File: src/rtl/occ_pkg.sv
// Shared constants for the gate occupancy controller.
// Latency: n/a (constants only).
// Backpressure: n/a.
package occ_pkg;

  // Sequencer state encoding, {a,b} progress through an entry or an exit.
  localparam logic [2:0] ST_IDLE = 3'd0;
  localparam logic [2:0] ST_EN1  = 3'd1;  // A only
  localparam logic [2:0] ST_EN2  = 3'd2;  // both
  localparam logic [2:0] ST_EN3  = 3'd3;  // B only
  localparam logic [2:0] ST_EX1  = 3'd4;  // B only
  localparam logic [2:0] ST_EX2  = 3'd5;  // both
  localparam logic [2:0] ST_EX3  = 3'd6;  // A only

  localparam int OCC_CAPACITY_DEF = 15;
  localparam int OCC_TIMEOUT_DEF  = 255;

  // Width of the in-state dwell counter used for the sequence timeout.
  localparam int TMO_W = 8;

endpackage

File: src/rtl/occ_sync.sv
// Two-flop synchronizer for one asynchronous sensor bit.
// Latency: 2 clk cycles.
// Backpressure: none; free-running, both flops reset to 0.
// Ports: clk, rst_n (async active-low), d (async input), q (synchronized output).
module occ_sync (
  input  logic clk,
  input  logic rst_n,
  input  logic d,
  output logic q
);

  logic meta;

  always_ff @(posedge clk or negedge rst_n) begin
    if (!rst_n) begin
      meta <= 1'b0;
      q    <= 1'b0;
    end else begin
      meta <= d;
      q    <= meta;
    end
  end

endmodule

File: src/rtl/occupancy_ctrl.sv
// Entry/exit sequencer for a two-beam gate; drives add/delete/load pulses and a shadow count.
// Latency: commit pulse and count update 1 cycle after the final 00 is sampled (+2 with OCC_CTRL_SYNC_EN).
// Backpressure: none; entries refused at CAPACITY and exits at zero are flagged with reject.
// Ports: clk, rst_n, sens_a (outer beam), sens_b (inner beam), clear (operator zero);
//        add/delete/load counter pulses, occupancy, full, empty, gate_open, reject, abort.
// Build option: define OCC_CTRL_SYNC_EN to pass both sensors through 2-flop synchronizers.
module occupancy_ctrl
  import occ_pkg::*;
#(
  parameter int CAPACITY = OCC_CAPACITY_DEF,
  parameter int CNT_W    = 4,
  parameter int TIMEOUT  = OCC_TIMEOUT_DEF
) (
  input  logic             clk,
  input  logic             rst_n,
  input  logic             sens_a,
  input  logic             sens_b,
  input  logic             clear,
  output logic             add,
  output logic             delete,
  output logic             load,
  output logic [CNT_W-1:0] occupancy,
  output logic             full,
  output logic             empty,
  output logic             gate_open,
  output logic             reject,
  output logic             abort
);

  logic a_s, b_s;

`ifdef OCC_CTRL_SYNC_EN
  occ_sync u_sync_a (.clk(clk), .rst_n(rst_n), .d(sens_a), .q(a_s));
  occ_sync u_sync_b (.clk(clk), .rst_n(rst_n), .d(sens_b), .q(b_s));
`else
  assign a_s = sens_a;
  assign b_s = sens_b;
`endif

  logic [2:0]       state, seq_nxt, state_nxt;
  logic [TMO_W-1:0] tmo_cnt, tmo_nxt;
  logic             commit_en, commit_ex, timed_out;
  logic [CNT_W-1:0] occ_nxt;
  logic             add_nxt, del_nxt, load_nxt, rej_nxt, abort_nxt;

  // Sensor-driven sequencing only; clear/timeout overrides are applied below.
  always_comb begin
    seq_nxt   = state;
    commit_en = 1'b0;
    commit_ex = 1'b0;
    case (state)
      ST_IDLE: begin
        if ({a_s, b_s} == 2'b10)      seq_nxt = ST_EN1;
        else if ({a_s, b_s} == 2'b01) seq_nxt = ST_EX1;
      end
      ST_EN1: begin
        if ({a_s, b_s} == 2'b11)      seq_nxt = ST_EN2;
        else if (!a_s)                seq_nxt = ST_IDLE;
      end
      ST_EN2: begin
        if ({a_s, b_s} == 2'b01)      seq_nxt = ST_EN3;
        else if ({a_s, b_s} == 2'b10) seq_nxt = ST_EN1;
        else if ({a_s, b_s} == 2'b00) seq_nxt = ST_IDLE;
      end
      ST_EN3: begin
        if ({a_s, b_s} == 2'b00) begin
          seq_nxt   = ST_IDLE;
          commit_en = 1'b1;
        end
        else if ({a_s, b_s} == 2'b11) seq_nxt = ST_EN2;
        else if ({a_s, b_s} == 2'b10) seq_nxt = ST_IDLE;
      end
      ST_EX1: begin
        if ({a_s, b_s} == 2'b11)      seq_nxt = ST_EX2;
        else if (!b_s)                seq_nxt = ST_IDLE;
      end
      ST_EX2: begin
        if ({a_s, b_s} == 2'b10)      seq_nxt = ST_EX3;
        else if ({a_s, b_s} == 2'b01) seq_nxt = ST_EX1;
        else if ({a_s, b_s} == 2'b00) seq_nxt = ST_IDLE;
      end
      ST_EX3: begin
        if ({a_s, b_s} == 2'b00) begin
          seq_nxt   = ST_IDLE;
          commit_ex = 1'b1;
        end
        else if ({a_s, b_s} == 2'b11) seq_nxt = ST_EX2;
        else if ({a_s, b_s} == 2'b01) seq_nxt = ST_IDLE;
      end
      default: seq_nxt = ST_IDLE;
    endcase
  end

  // A commit always changes state, so it can never coincide with a timeout.
  assign timed_out = (state != ST_IDLE) && (seq_nxt == state) &&
                     (tmo_cnt == TMO_W'(TIMEOUT));

  always_comb begin
    state_nxt = seq_nxt;
    tmo_nxt   = '0;
    occ_nxt   = occupancy;
    add_nxt   = 1'b0;
    del_nxt   = 1'b0;
    load_nxt  = 1'b0;
    rej_nxt   = 1'b0;
    abort_nxt = 1'b0;
    if (clear) begin
      // Wins over any same-cycle commit; the dropped commit is not a reject.
      state_nxt = ST_IDLE;
      occ_nxt   = '0;
      load_nxt  = 1'b1;
    end else if (timed_out) begin
      state_nxt = ST_IDLE;
      abort_nxt = 1'b1;
    end else begin
      if (state != ST_IDLE && seq_nxt == state) tmo_nxt = tmo_cnt + TMO_W'(1);
      if (commit_en) begin
        if (occupancy < CNT_W'(CAPACITY)) begin
          add_nxt = 1'b1;
          occ_nxt = occupancy + CNT_W'(1);
        end else begin
          rej_nxt = 1'b1;
        end
      end
      if (commit_ex) begin
        if (occupancy != '0) begin
          del_nxt = 1'b1;
          occ_nxt = occupancy - CNT_W'(1);
        end else begin
          rej_nxt = 1'b1;
        end
      end
    end
  end

  always_ff @(posedge clk or negedge rst_n) begin
    if (!rst_n) begin
      state     <= ST_IDLE;
      tmo_cnt   <= '0;
      occupancy <= '0;
      add       <= 1'b0;
      delete    <= 1'b0;
      load      <= 1'b0;
      reject    <= 1'b0;
      abort     <= 1'b0;
      full      <= 1'b0;
      empty     <= 1'b1;
      gate_open <= 1'b1;
    end else begin
      state     <= state_nxt;
      tmo_cnt   <= tmo_nxt;
      occupancy <= occ_nxt;
      add       <= add_nxt;
      delete    <= del_nxt;
      load      <= load_nxt;
      reject    <= rej_nxt;
      abort     <= abort_nxt;
      full      <= (occ_nxt == CNT_W'(CAPACITY));
      empty     <= (occ_nxt == '0);
      gate_open <= (occ_nxt != CNT_W'(CAPACITY));
    end
  end

endmodule
File: config.mk
export PLATFORM = sky130hd
export DESIGN_NAME = occupancy_ctrl
export DESIGN_NICKNAME = d
export VERILOG_FILES = /design/src/rtl/occ_pkg.sv /design/src/rtl/occ_sync.sv /design/src/rtl/occupancy_ctrl.sv
export SDC_FILE = /design/constraint.sdc
export NUM_CORES = 1
export LEC_CHECK = 0
export ABC_CLOCK_PERIOD_IN_PS = 2800
export BUFFER_PORTS_ARGS = -buffer_cell sky130_fd_sc_hd__buf_2
export CAP_MARGIN = 30
export CORE_AREA = 5 5 68 70
export CTS_BUF_LIST = sky130_fd_sc_hd__clkbuf_16
export CTS_CLUSTER_SIZE = 14
export DETAILED_ROUTE_END_ITERATION = 6
export DIE_AREA = 0 0 73 75
export PLACE_DENSITY = 0.61
export SYNTH_ARGS = -nofsm -noshare
export SYNTH_HDL_FRONTEND = slang
export SYNTH_SLANG_ARGS = --single-unit
File: constraint.sdc
create_clock -name clk -period 2.8 [get_ports clk]
set_clock_uncertainty 0.2 [all_clocks]
set_input_delay 0 -clock clk [delete_from_list [all_inputs] [get_ports clk]]
set_output_delay 0 -clock clk [all_outputs]
set_load 0.03 [all_outputs]
* Yosys cells after proc, flatten, opt, wreduce, memory -nomap -nowiden *
Index checks and enable logic that the tools add are counted.

cells by class
  add/subtract/negate cells = 3
  $lt $le $gt $ge = 1
  eq/ne operators = 13
  muxes and demuxes = 49
  reductions and logical operators = 7

operators by type and width
  cell                                                count
  two-way mux 3 bit                                   19
  two-way mux 4 bit                                   6
  two-way mux 8 bit                                   3
  case mux 3 bit (7 select lines)                     1
  two-way mux 1 bit                                   20
  == test 3 bit (second input constant)               3
  adder 8 x 1 -> 8 bit (second input constant)        1
  == test 8 bit (second input constant)               1
  == test 3 x 2 -> 1 bit (second input constant)      2
  adder 4 x 1 -> 4 bit (second input constant)        1
  == test 2 bit (second input constant)               2
  == test 4 bit (second input constant)               1
  zero test 4 bit                                     1
  less-than comparator 4 bit (second input constant)  1
  inequality test 4 bit (second input constant)       1
  nonzero test 4 bit                                  1
  subtractor 4 x 1 -> 4 bit (second input constant)   1
  == test 3 x 1 -> 1 bit (second input constant)      1
  == test 3 bit                                       1
  zero test 3 bit                                     1
  nonzero test 3 bit                                  1
  == test 2 x 1 -> 1 bit (second input constant)      1
  logical AND 1 bit                                   2
  zero test 2 bit                                     1

storage, ports and cells
  register bits after elaboration = 23
  input port bits = 5
  output and inout port bits = 12
  word-level logic and storage cells = 84

* Longest topological paths before layout *
Gate-level depths: netlist of run 1.

  word-level depth = 11
  mapped depth = 7
  gate-level depth less buffers = 7

* Least setup slack after synthesis of run 1 *
Ideal clock, no wire load.

  path type = register to register
  start = reg occupancy[0]
  end = reg empty
  library setup time = 105 ps
  arrival time = 1948 ps
  data required time = 2495 ps
  slack = 547 ps
  stages on the path, launching flop included = 8
  path buffers = 0
  period minus slack after synthesis = 2253 ps
  path through = dfrtp_1 -> inv_1 -> ha_1 -> nor3b_1 -> nor3_4 -> o21ai_0 -> a21oi_4 -> a2111oi_2

on the way
  word-level cells in the longest chain between the ends = 8
  elaborated cells between the ends (all ways) = 11
  those cells by class = add/sub (2); order compare (1); mux (6); reduce/logical (2)

ends and longest elaborated chain
  element                                                                    line                                          RTL
  start, declared                                                            occupancy_ctrl.sv:22                          output logic [CNT_W-1:0] occupancy,
  start signal, assigned                                                     occupancy_ctrl.sv:152                         occupancy <= occ_nxt;
  adder 4 x 1 -> 4 bit / less-than comparator 4 bit (equally long branches)  occupancy_ctrl.sv:120, occupancy_ctrl.sv:118
  two-way mux 4 bit                                                          occupancy_ctrl.sv:118                         if (occupancy < CNT_W'(CAPACITY)) begin
  two-way mux 4 bit                                                          occupancy_ctrl.sv:117                         if (commit_en) begin
  two-way mux 4 bit                                                          occupancy_ctrl.sv:126                         if (occupancy != '0) begin
  two-way mux 4 bit                                                          occupancy_ctrl.sv:125                         if (commit_ex) begin
  two-way mux 4 bit (*)                                                      occupancy_ctrl.sv:112                         end else if (timed_out) begin
  two-way mux 4 bit (*)                                                      occupancy_ctrl.sv:107                         if (clear) begin
  via occ_nxt[0]                                                             occupancy_ctrl.sv:43                          logic [CNT_W-1:0] occ_nxt;
  zero test 4 bit (*)                                                        occupancy_ctrl.sv:159                         empty <= (occ_nxt == '0);
  end signal, assigned                                                       occupancy_ctrl.sv:159
  end, declared                                                              occupancy_ctrl.sv:24                          output logic empty,

Mark *: on every way through the listed nets, which the timed path passes. The rest lies on a longest branch.

* Worst setup path in the final report of run 1 *
Same ends and word-level chain as after synthesis.

==> results of run 1 <==
per-layer routing:
layer  share of wire  vias up
li1                -      488
met1            0.48      463
met2            0.46       19
met3           0.041        4
met4           0.015        0
met5               0        -
cell families after synthesis:
family,after synthesis
fa+ha+maj,3
compound gates,20
simple gates,59
flops,23
xor+xnor,9
mux,3
buf+inv,14
power by group:
part	total (W)	internal, W	leakage [nW]	switching [W]
clock network	0.000307	0.000192	0.0409	0.000115
registers	0.000343	0.000336	0.311	0.00000716
logic	0.0000444	0.0000171	0.333	0.0000273
total	0.000694	0.000545	0.685	0.000149
registers in the layout, indices dropped and copies added, names as in the netlist:
| signal | count |
|---|---|
| add | 1 |
| abort | 1 |
| empty | 1 |
| delete | 1 |
| occupancy | 4 |
| full | 1 |
| load | 1 |
| state | 3 |
| reject | 1 |
| gate_open | 1 |
| tmo_cnt | 8 |
final timing paths:
kind | to | cells past startpoint | from | slack (ns)
worst min-delay path | state[2] | 4 | sens_b | 0.03
worst max-delay path | empty | 7 | occupancy[0] | 0.52
min in group asynchronous | occupancy[1] | 2 | rst_n | 0.05
worst max register to register | empty | 7 | occupancy[0] | 0.52
max in group asynchronous | empty | 2 | rst_n | 1.99
worst min register to register | tmo_cnt[0] | 1 | tmo_cnt[0] | 0.30
worst register-to-register path, stage by stage (launching register included):
cell and delay [ns]:
sky130_fd_sc_hd__dfrtp_1 0.42, sky130_fd_sc_hd__inv_1 0.11, sky130_fd_sc_hd__ha_1 0.22, sky130_fd_sc_hd__nor3b_1 0.41, sky130_fd_sc_hd__nor3_4 0.07, sky130_fd_sc_hd__o21ai_0 0.31
sky130_fd_sc_hd__a21oi_4 0.11, sky130_fd_sc_hd__a2111oi_2 0.33
timing repair:
| item | CTS | global route |
|---|---|---|
| hold buffers | 3 | 0 |
| buffers inserted | 0 | 0 |
| endpoints found under the hold margin | 33 | 0 |
per-stage QoR:
step | area, um^2 | std cells | utilization | setup WS (ns) | hold WS, ns
floorplan | 1330 | 131 | - | 0.547 | -0.496
global placement | 1420 | 190 | 0.362 | 0.605 | -0.216
detailed placement | 1420 | 190 | 0.362 | 0.551 | -0.202
CTS | 1530 | 197 | 0.390 | 0.522 | 0.0255
global route | 1530 | 197 | 0.390 | 0.383 | 0.0498
finish | 1530 | 197 | 0.390 | 0.516 | 0.0316
placed cells by master (no fill, tap or decap), types with 6 or more instances in the layout:
cell / netlist / final
sky130_fd_sc_hd__xor2_1: 6 / 6
sky130_fd_sc_hd__nand2_1: 6 / 6
sky130_fd_sc_hd__dfrtp_1: 21 / 21
sky130_fd_sc_hd__inv_1: 7 / 7
sky130_fd_sc_hd__nand3_1: 8 / 8
sky130_fd_sc_hd__nor2_1: 18 / 18
sky130_fd_sc_hd__buf_2: 3 / 16
sky130_fd_sc_hd__a21oi_1: 6 / 6
layout make-up:
type / instances / area [um^2] / area share
Multi-Input combinational cell: 94 / 668 / 0.438
Inverter: 7 / 26.3 / 0.0172
Clock inverter: 1 / 5.00 / 0.00328
Clock buffer: 3 / 75.1 / 0.0492
Timing Repair Buffer: 19 / 110 / 0.0722
Tap cell: 50 / 62.6 / 0.0410
Sequential cell: 23 / 578 / 0.379
==> Implementation_results.wiki, run 1 <==
{| class="wikitable"
! Metric !! Value
|-
| Status || finished, final reports clean
|-
| Number of antenna violations at the first check in global routing || 0
|-
| GR Util All Layers || 0.0993
|-
| Category of the worst setup path capture point || flip-flop
|-
| Average wire per standard cell || between 10 and 15 um
|-
| Commonest cells in the synthesized netlist || sky130_fd_sc_hd__dfrtp_1 (21), sky130_fd_sc_hd__nor2_1 (18), sky130_fd_sc_hd__nand3_1 (8)
|-
| Required arrival time at the worst endpoint || 2.76 ns
|-
| HPWL reported at the end of detailed placement || 1930 um
|-
| Post-synthesis mux area share || 0.0227
|-
| Worst setup path category || reg2reg
|-
| Share of Yosys cell area claimed by the top area cell type || 0.397
|-
| Most instantiated flip-flop cell in the synthesis netlist || sky130_fd_sc_hd__dfrtp_1
|-
| Post-synthesis simple-gate area fraction || 0.275
|-
| Max-capacitance violation count || 0
|-
| Sum of routed wire length over all layers || 2560 um
|-
| CP top delay family || compound AO/OA/AOI/OAI gates
|-
| Share of the clock period used by the worst path || 0.816
|-
| Root buffer cell || sky130_fd_sc_hd__clkbuf_16
|-
| Synth Net Count || 139
|-
| Clock tree from TritonCTS || yes
|-
| Final critical delay including setup and external delays || 2.28 ns
|-
| TritonCTS buffer count || 3
|-
| Dominant combinational cell family by area after synthesis || simple AND/OR/NAND/NOR gates
|-
| Clock transition at the registers of the reported paths || ~0.060 ns
|-
| Seq cells post-synth || 23
|-
| Setup TNS || 0 ns
|-
| Number of standard-cell rows in the floorplan || 23
|-
| Area growth, synth to finish || 15.1%
|-
| Fmax || around 0.44 GHz
|-
| First-pass GRT wire length || 4270 um
|-
| Maximum fanout encountered on the critical timing path || 5
|-
| Most frequently used cell type in the post-synthesis netlist || sky130_fd_sc_hd__dfrtp_1
|-
| Iteration-0 DRC Markers || 43
|-
| Leakage dissipation || 0.685 nW
|-
| Proportion of register bits with asynchronous set or reset after synthesis || 1.00
|-
| Xor/xnor share of the synthesized area || 0.0595
|-
| Number of diodes || 0
|-
| Power, Total || 0.000694 W
|-
| Worst EP arrival || 2.24 ns
|-
| Fin. max-slew vios || 0
|-
| Library cell with the largest summed area after synthesis || sky130_fd_sc_hd__dfrtp_1
|-
| TritonCTS sink count || 23
|-
| Post-synth design cell area || 1330 um^2
|-
| Via count || between 900 and 1000
|-
| Die Ht || 75 um
|-
| Share of synthesized cell area in full adder, half adder and majority cells || 0.0283
|-
| Placer's final routability congestion estimate || around 0.76
|-
| Initial Utilization || 0.339
|-
| Number of failing setup endpoints in the final timing report || 0
|-
| Number of synthesized flops with an enable pin || 0
|-
| Critical Path, Cell by Cell || inv_1 -> ha_1 -> nor3b_1 -> nor3_4 -> o21ai_0 -> a21oi_4 -> a2111oi_2
|-
| Maximum clock path buffer count || 2
|-
| Nets || 156
|-
| Fraction of layout cells with a size suffix above 1 || 0.231
|-
| GR Layer Usage met1 || 0.132
|-
| Ranking of synthesized cells by area || sky130_fd_sc_hd__dfrtp_1 (40%), sky130_fd_sc_hd__nor2_1 (5.1%), sky130_fd_sc_hd__dfstp_2 (4.0%), sky130_fd_sc_hd__xor2_1 (4.0%), sky130_fd_sc_hd__nand3_1 (3.0%)
|-
| Min-Delay Path Class || in2reg
|-
| Number of distinct library cells after synthesis || 44
|-
| GR peak layer || met2
|-
| Worst vdd rail ir drop || about 200 uV
|-
| Post-synthesis cell count || 131
|-
| Quantity of I/O buffers inserted on ports || 16
|-
| Width of the chip || 73 um
|-
| Remaining number of nets flagged by the antenna check after routing || 0
|-
| Resize count post-CTS || 0
|-
| Congestion Overflow GR || 0
|-
| Synth Area per Inst || 10.1 um^2
|-
| Relative max-transition margin || 0.662
|-
| H-tree depth || 1
|-
| Avg Vias per Cell || ~4.9
|-
| Sequential element share of the synthesized area || 0.436
|-
| Maximum number of pins on one net before global-route repair || 24
|-
| Number of hold-slack violations in the final timing report || 0
|-
| Clock latency of the later-clocked register in the worst-skew pair || 0.26 ns
|-
| Unrepaired setup endpoints after global routing || false
|-
| Number of buffer and inverter stages on the critical path || 1
|-
| Power density of the placed cells || 455 nW/um^2
|-
| Placeable core region || 3910 um^2
|-
| Filler cells || 402
|-
| Startpoint class of the critical path || flip-flop
|-
| Compound-cell area share of the yosys netlist || 0.119
|-
| Pin slew with the least headroom to its limit || 0.506 ns
|-
| Highest cell delay on the worst timing path || 0.42 ns
|-
| Area of the die || around 5500 um^2
|-
| Global-route track usage on met2 || 0.162
|-
| DR pass1 iterations || 4
|-
| Global-route track usage on met3 || 0.0134
|-
| Number of global-route vias before repair || 921
|-
| Critical-path top delay cell || sky130_fd_sc_hd__dfrtp_1
|-
| Number of remaining DRC errors || 0
|-
| Warnings from Yosys || 0
|-
| Top Ports || 17
|}
Note: power is estimated with default switching activity, not from simulation.
==> run 2, diff against run 1 <==
- ABC_CLOCK_PERIOD_IN_PS: 2800 -> 2200
- clock period: 2.8 -> 2.2 ns (I/O delays scaled with it)
==> Implementation_results.wiki, run 2 (synthesis results as in run 1) <==
{| class="wikitable"
! Metric !! Value
|-
| Worst EP arrival || 2.09 ns (-0.15 ns)
|-
| Number of cells on the worst reg-to-reg path || 7 (unchanged)
|-
| Maximum fanout encountered on the critical timing path || 5 (unchanged)
|-
| Most common cell after layout, fill and taps aside || sky130_fd_sc_hd__dfrtp_1
|-
| Nets || 157 (+0.64%)
|-
| Startpoint class of the critical path || flip-flop
|-
| Area of the die || 5480 um^2 (unchanged)
|-
| Maximum number of pins on one net before global-route repair || 24 (unchanged)
|-
| TritonCTS buffer count || 3 (unchanged)
|-
| Top Ports || 17 (unchanged)
|-
| Sum of routed wire length over all layers || 2610 um (+2.0%)
|-
| Leakage dissipation || 0.694 nW (+1.4%)
|-
| Clock transition at the registers of the reported paths || 0.06 ns (about the same)
|-
| Number of global-route vias before repair || 960 (+4.2%)
|-
| Iteration-0 DRC Markers || 36 (-16%)
|-
| Congestion Overflow GR || 0 (unchanged)
|-
| Proportion of power drawn by the clock network || 0.434 (-0.008)
|-
| Number of failing setup endpoints in the final timing report || 0 (unchanged)
|-
| Status || finished, final reports clean
|-
| Fraction of the core area covered by cells at the end of the flow || 0.395 (+0.00575)
|-
| Average wire per standard cell || 13.2 um (+1.5%)
|-
| Placer's final routability congestion estimate || 0.813 (+6.9%)
|-
| Fin. max-slew vios || 0 (unchanged)
|-
| GR Util All Layers || 0.102 (+0.00261)
|-
| Combinational group share of total power || 0.070 (+0.006)
|-
| Quantity of I/O buffers inserted on ports || 16 (unchanged)
|-
| Placeable core region || 3910 um^2 (unchanged)
|-
| Non-filler cells in the finished layout || 198 (+0.51%)
|-
| Power, Total || 0.000875 W (+26%)
|-
| Width of the chip || 73 um (unchanged)
|-
| Launching element of the worst setup path || occupancy[0]
|-
| Area growth, synth to finish || 16.8%
|-
| Final critical delay including setup and external delays || 2.10 ns (-0.186 ns)
|-
| DR pass1 iterations || 4 (unchanged)
|-
| Number of antenna violations at the first check in global routing || 0 (unchanged)
|-
| Endpoint of the worst register-to-register path || full
|-
| Setup TNS || 0 ns (unchanged)
|-
| First-pass GRT wire length || 4400 um (+2.9%)
|-
| Instance area after placement || 1430 um^2 (+0.88%)
|-
| Root buffer cell || sky130_fd_sc_hd__clkbuf_16
|-
| Most used cells in the layout excluding fill and tap cells || sky130_fd_sc_hd__dfrtp_1 (20), sky130_fd_sc_hd__nor2_1 (18), sky130_fd_sc_hd__buf_2 (16)
|-
| Unrepaired setup endpoints after global routing || false
|-
| Max-capacitance violation count || 0 (unchanged)
|-
| Internal power summed over all cells || 0.000694 W (+28%)
|-
| Post-layout instance area || 1550 um^2 (+1.5%)
|-
| Worst setup path category || reg2reg
|-
| HPWL reported at the end of detailed placement || 2030 um (+4.9%)
|-
| Largest register by flop count || tmo_cnt
|-
| TritonCTS sink count || 23 (unchanged)
|-
| Die Ht || 75 um (unchanged)
|-
| Number of remaining DRC errors || 0 (unchanged)
|-
| Share of the clock period used by the worst path || 0.953 (+0.138)
|-
| Fmax || 0.477 GHz (+8.9%)
|-
| Net switching fraction of the power || 0.206 (-0.00904)
|-
| Buffers inserted during post-CTS setup optimization || 0 (unchanged)
|-
| Placed instance count || 191 (+0.53%)
|-
| Worst vdd rail ir drop || 333 uV (+66%)
|-
| Required arrival time at the worst endpoint || 2.19 ns (-0.57 ns)
|-
| Pin slew with the least headroom to its limit || 0.502 ns (-0.00428 ns)
|-
| Remaining number of nets flagged by the antenna check after routing || 0 (unchanged)
|-
| Power density of the placed cells || 565 nW/um^2 (+24%)
|-
| RR Startpoint || occupancy[0]
|-
| Relative max-transition margin || 0.665 (+0.00285)
|-
| Fraction of layout cells with a size suffix above 1 || 0.257 (+0.0255)
|-
| Category of the worst setup path capture point || flip-flop
|-
| Clock tree from TritonCTS || yes
|-
| Via count || 965 (-0.92%)
|-
| Reg-to-reg slack, setup || 0.10 ns (-0.41 ns)
|-
| H-tree depth || 1 (unchanged)
|-
| Maximum clock path buffer count || 2 (unchanged)
|-
| Number of hold-slack violations in the final timing report || 0 (unchanged)
|-
| Largest register FFs || 8 (unchanged)
|-
| Min-Delay Path Class || in2async
|-
| Initial Utilization || 0.339 (unchanged)
|-
| Clock latency of the later-clocked register in the worst-skew pair || 0.25 ns (about the same)
|-
| Share of power burned in registers || 0.496 (+0.002)
|-
| Avg Vias per Cell || 4.87 (-1.4%)
|-
| Net switching power || 0.000180 W (+21%)
|-
| Number of diodes || 0 (unchanged)
|-
| Largest registers ranked by flip-flop count || tmo_cnt (8), occupancy (4), state (3)
|-
| Number of standard-cell rows in the floorplan || 23 (unchanged)
|}
==> run 2: cell types whose count changed in the layout (fill, tap and decap cells not counted), sizes merged <==
cell	delta
buf	+1
==> run 2: timing repair <==
item	CTS	global route
setup endpoints to repair	1	4
hold endpoints to repair	33	0
hold buffers	3	0
resized for setup	1	3
==> run 2: power groups by stage <==
stage               Sequential [W]  Combinational [W]  Clock [W]
global placement          0.000441          0.0000560          0
detailed placement        0.000441          0.0000576          0
finish                    0.000434          0.0000611   0.000380
floorplan                 0.000438          0.0000440          0
global route              0.000434          0.0000694   0.000412
CTS                       0.000433          0.0000621   0.000392
==> run 2: layout make-up <==
class | count | area [um^2]
clock inverter | 1 | 5.00
tap | 50 | 62.6
inverter | 7 | 26.3
sequential | 23 | 579
clock buffer | 3 | 75.1
fill | 413 | 2370
timing repair buffer | 20 | 118
multi-input combinational | 94 | 682
==> run 2: how the worst max path moves through the flow <==
stage / slack, ns / cells past startpoint / end
3_3_place_gp: 0.13 / 7 / empty
6_report: 0.10 / 7 / full
2_1_floorplan: 0.07 / 7 / empty
4_1_cts: 0.04 / 7 / full
5_1_grt: 0.01 / 5 / tmo_cnt[5]
3_5_place_dp: 0.02 / 7 / empty
==> run 2: critical path, stage by stage, from the launching register on <==
cell	delay (ns)
sky130_fd_sc_hd__dfrtp_1	0.42
sky130_fd_sc_hd__inv_1	0.11
sky130_fd_sc_hd__ha_2	0.22
sky130_fd_sc_hd__nor3b_4	0.25
sky130_fd_sc_hd__nor3_4	0.07
sky130_fd_sc_hd__or3_4	0.35
sky130_fd_sc_hd__a21oi_4	0.21
sky130_fd_sc_hd__and4_1	0.20
==> run 2: layer usage <==
metal / vias to the layer above / share of wire / track usage
met4: 0 / 0.0031 / 0.0430
met2: 18 / 0.51 / 0.167
met5: - / 0 / 0
met1: 462 / 0.46 / 0.134
met3: 2 / 0.034 / 0.0160
li1: 483 / - / -
==> run 2: metrics by stage <==
step	setup slack (ns)	hold WS [ns]
3_3_place_gp	0.129	-0.217
6_report	0.103	0.0399
5_1_grt	0.0139	0.0767
3_5_place_dp	0.0203	-0.208
4_1_cts	0.0413	0.0338
2_1_floorplan	0.0743	-0.496
==> run 3, diff against run 2 <==
- ABC_AREA: default -> 0
- BUFFER_PORTS_ARGS: -buffer_cell sky130_fd_sc_hd__buf_2 -> -buffer_cell sky130_fd_sc_hd__buf_4
==> Implementation_results.wiki, run 3 (synthesis results as in run 1) <==
{| class="wikitable"
! Metric !! Value
|-
| Leakage dissipation || 0.718 nW (+3.4%)
|-
| First-pass GRT wire length || 4820 um (+9.6%)
|-
| Post-layout instance area || 1630 um^2 (+5.0%)
|-
| Most used cells in the layout excluding fill and tap cells || sky130_fd_sc_hd__dfrtp_1 (19), sky130_fd_sc_hd__nor2_1 (18), sky130_fd_sc_hd__buf_4 (17)
|-
| GR Util All Layers || 0.114 (+0.0125)
|-
| Fin. max-slew vios || 0 (unchanged)
|-
| Placeable core region || 3910 um^2 (unchanged)
|-
| Number of failing setup endpoints in the final timing report || 0 (unchanged)
|-
| Number of global-route vias before repair || 1022 (+6.5%)
|-
| HPWL reported at the end of detailed placement || 2070 um (+2.4%)
|-
| Reg-to-reg slack, setup || 0.1 ns (about the same)
|-
| Largest register by flop count || tmo_cnt
|-
| Area of the die || 5480 um^2 (unchanged)
|-
| Maximum number of pins on one net before global-route repair || 22 (-8.3%)
|-
| Instance area after placement || 1470 um^2 (+2.8%)
|-
| Worst EP arrival || 2.09 ns (about the same)
|-
| Clock transition at the registers of the reported paths || 0.06 ns (about the same)
|-
| Clock latency of the later-clocked register in the worst-skew pair || 0.25 ns (about the same)
|-
| Min-Delay Path Class || in2reg
|-
| RR Startpoint || occupancy[0]
|-
| Number of cells on the worst reg-to-reg path || 7 (unchanged)
|-
| Area of combinational cells with multiple inputs || 682 um^2 (unchanged)
|-
| Maximum clock path buffer count || 2 (unchanged)
|-
| Average wire per standard cell || 14.1 um (+7.4%)
|-
| Buffers inserted during post-CTS setup optimization || 0 (unchanged)
|-
| DR pass1 iterations || 4 (unchanged)
|-
| Highest cell delay on the worst timing path || 0.42 ns (about the same)
|-
| Nets || 159 (+1.3%)
|-
| Hold wc startpoint || sens_b
|-
| Power density of the placed cells || 547 nW/um^2 (-3.2%)
|-
| Area growth, synth to finish || 22.7%
|-
| Number of remaining DRC errors || 0 (unchanged)
|-
| Remaining number of nets flagged by the antenna check after routing || 0 (unchanged)
|-
| Initial Utilization || 0.339 (unchanged)
|-
| Share of the clock period used by the worst path || 0.956 (+0.00232)
|-
| Iteration-0 DRC Markers || 80 (+120%)
|-
| Storage cell area || 581 um^2 (+0.22%)
|-
| Critical-path top delay cell || sky130_fd_sc_hd__dfrtp_1
|-
| Critical Path, Cell by Cell || inv_1 -> ha_2 -> nor3b_4 -> nor3_4 -> or3_4 -> a21oi_4 -> and4_1
|-
| Status || finished, final reports clean
|-
| Pin slew with the least headroom to its limit || 0.479 ns (-0.0233 ns)
|-
| Max-capacitance violation count || 0 (unchanged)
|-
| Maximum fanout encountered on the critical timing path || 5 (unchanged)
|-
| TritonCTS buffer count || 3 (unchanged)
|-
| Category of the worst setup path capture point || flip-flop
|-
| Relative max-transition margin || 0.679 (+0.0134)
|-
| Startpoint class of the critical path || flip-flop
|-
| Filler cells || 394 (-4.6%)
|-
| Fraction of the core area covered by cells at the end of the flow || 0.415 (+0.0198)
|-
| H-tree depth || 1 (unchanged)
|-
| CP top delay family || simple AND/OR/NAND/NOR gates
|-
| Cell depth of the worst min-delay path || 4
|-
| Die Ht || 75 um (unchanged)
|-
| Quantity of I/O buffers inserted on ports || 16 (unchanged)
|-
| Number of buffer and inverter stages on the critical path || 1 (unchanged)
|-
| Endpoint of the worst register-to-register path || full
|-
| Root buffer cell || sky130_fd_sc_hd__clkbuf_16
|-
| Number of antenna violations at the first check in global routing || 0 (unchanged)
|-
| Worst path depth || 7 (unchanged)
|-
| Final critical delay including setup and external delays || 2.10 ns (+0.00510 ns)
|-
| Sum of routed wire length over all layers || 2830 um (+8.5%)
|-
| Fraction of layout cells with a size suffix above 1 || 0.260 (+0.00324)
|-
| Top Ports || 17 (unchanged)
|-
| Via count || 986 (+2.2%)
|-
| Congestion Overflow GR || 0 (unchanged)
|-
| Worst setup path category || reg2reg
|-
| Most common cell after layout, fill and taps aside || sky130_fd_sc_hd__dfrtp_1
|-
| Clock tree from TritonCTS || yes
|-
| Avg Vias per Cell || 4.93 (+1.2%)
|-
| Number of diodes || 0 (unchanged)
|-
| Worst vdd rail ir drop || 239 uV (-28%)
|-
| Required arrival time at the worst endpoint || 2.19 ns (about the same)
|-
| Largest register FFs || 8 (unchanged)
|-
| WHS Endpoint || state[1]
|-
| Number of hold-slack violations in the final timing report || 0 (unchanged)
|-
| TritonCTS sink count || 23 (unchanged)
|-
| Fmax || 0.476 GHz (-0.24%)
|-
| Number of standard-cell rows in the floorplan || 23 (unchanged)
|-
| Largest registers ranked by flip-flop count || tmo_cnt (8), occupancy (4), state (3)
|-
| Placer's final routability congestion estimate || 0.816 (+0.41%)
|-
| Width of the chip || 73 um (unchanged)
|}
## run 3: layout make-up
class	instances	area share
clock buffers	3	0.0462
clock inverters	1	0.00231
inverters	7	0.0162
multi-input cells	94	0.420
flip-flops and latches	23	0.357
well taps	50	0.0385
repair buffers	22	0.120
## run 3: layer usage
metal / global-route usage / up-vias / routed length [um]
li1: - / 489 / -
met1: 0.150 / 476 / 1260
met2: 0.186 / 17 / 1440
met3: 0.0200 / 4 / 75
met4: 0.0492 / 0 / 51
met5: 0 / - / 0
## run 3: worst register-to-register path, delay by kind of cell, from the launching register on
family	cells	cell delay, ns
flops	1	0.42
buf+inv	1	0.11
simple gates	4	0.90
fa+ha+maj	1	0.22
compound gates	1	0.18
## run 3: power by group
group	total (W)	switching (W)	leakage [nW]	internal (W)
sequential	0.000435	0.00000780	0.308	0.000427
combinational	0.0000702	0.0000383	0.368	0.0000319
clock	0.000383	0.000141	0.0423	0.000242
## run 3: metrics by stage
stage,setup slack [ns],hold slack (ns),cells,setup TNS [ns],total power [W]
floorplan,0.0743,-0.496,131,0,0.000482
global placement,0.121,-0.302,191,0,0.000499
detailed placement,-0.0173,-0.293,191,-0.0173,0.000502
CTS,0.0599,0.00592,199,0,0.000891
global route,-0.0175,0.0490,200,-0.0319,0.000929
finish,0.0975,0.00795,200,0,0.000889
## run 3: what timing repair did
action | CTS | global route
hold endpoints to repair | 35 | 0
gates resized for setup | 1 | 4
setup endpoints to repair | 1 | 3
hold buffers | 4 | 0
pin swaps | 0 | 1
## run 3: worst max-delay path by stage
stage | startpoint | end
3_5_place_dp | occupancy[0] | empty
6_report | occupancy[0] | full
4_1_cts | occupancy[0] | full
3_3_place_gp | occupancy[0] | empty
5_1_grt | occupancy[0] | full
2_1_floorplan | occupancy[0] | empty
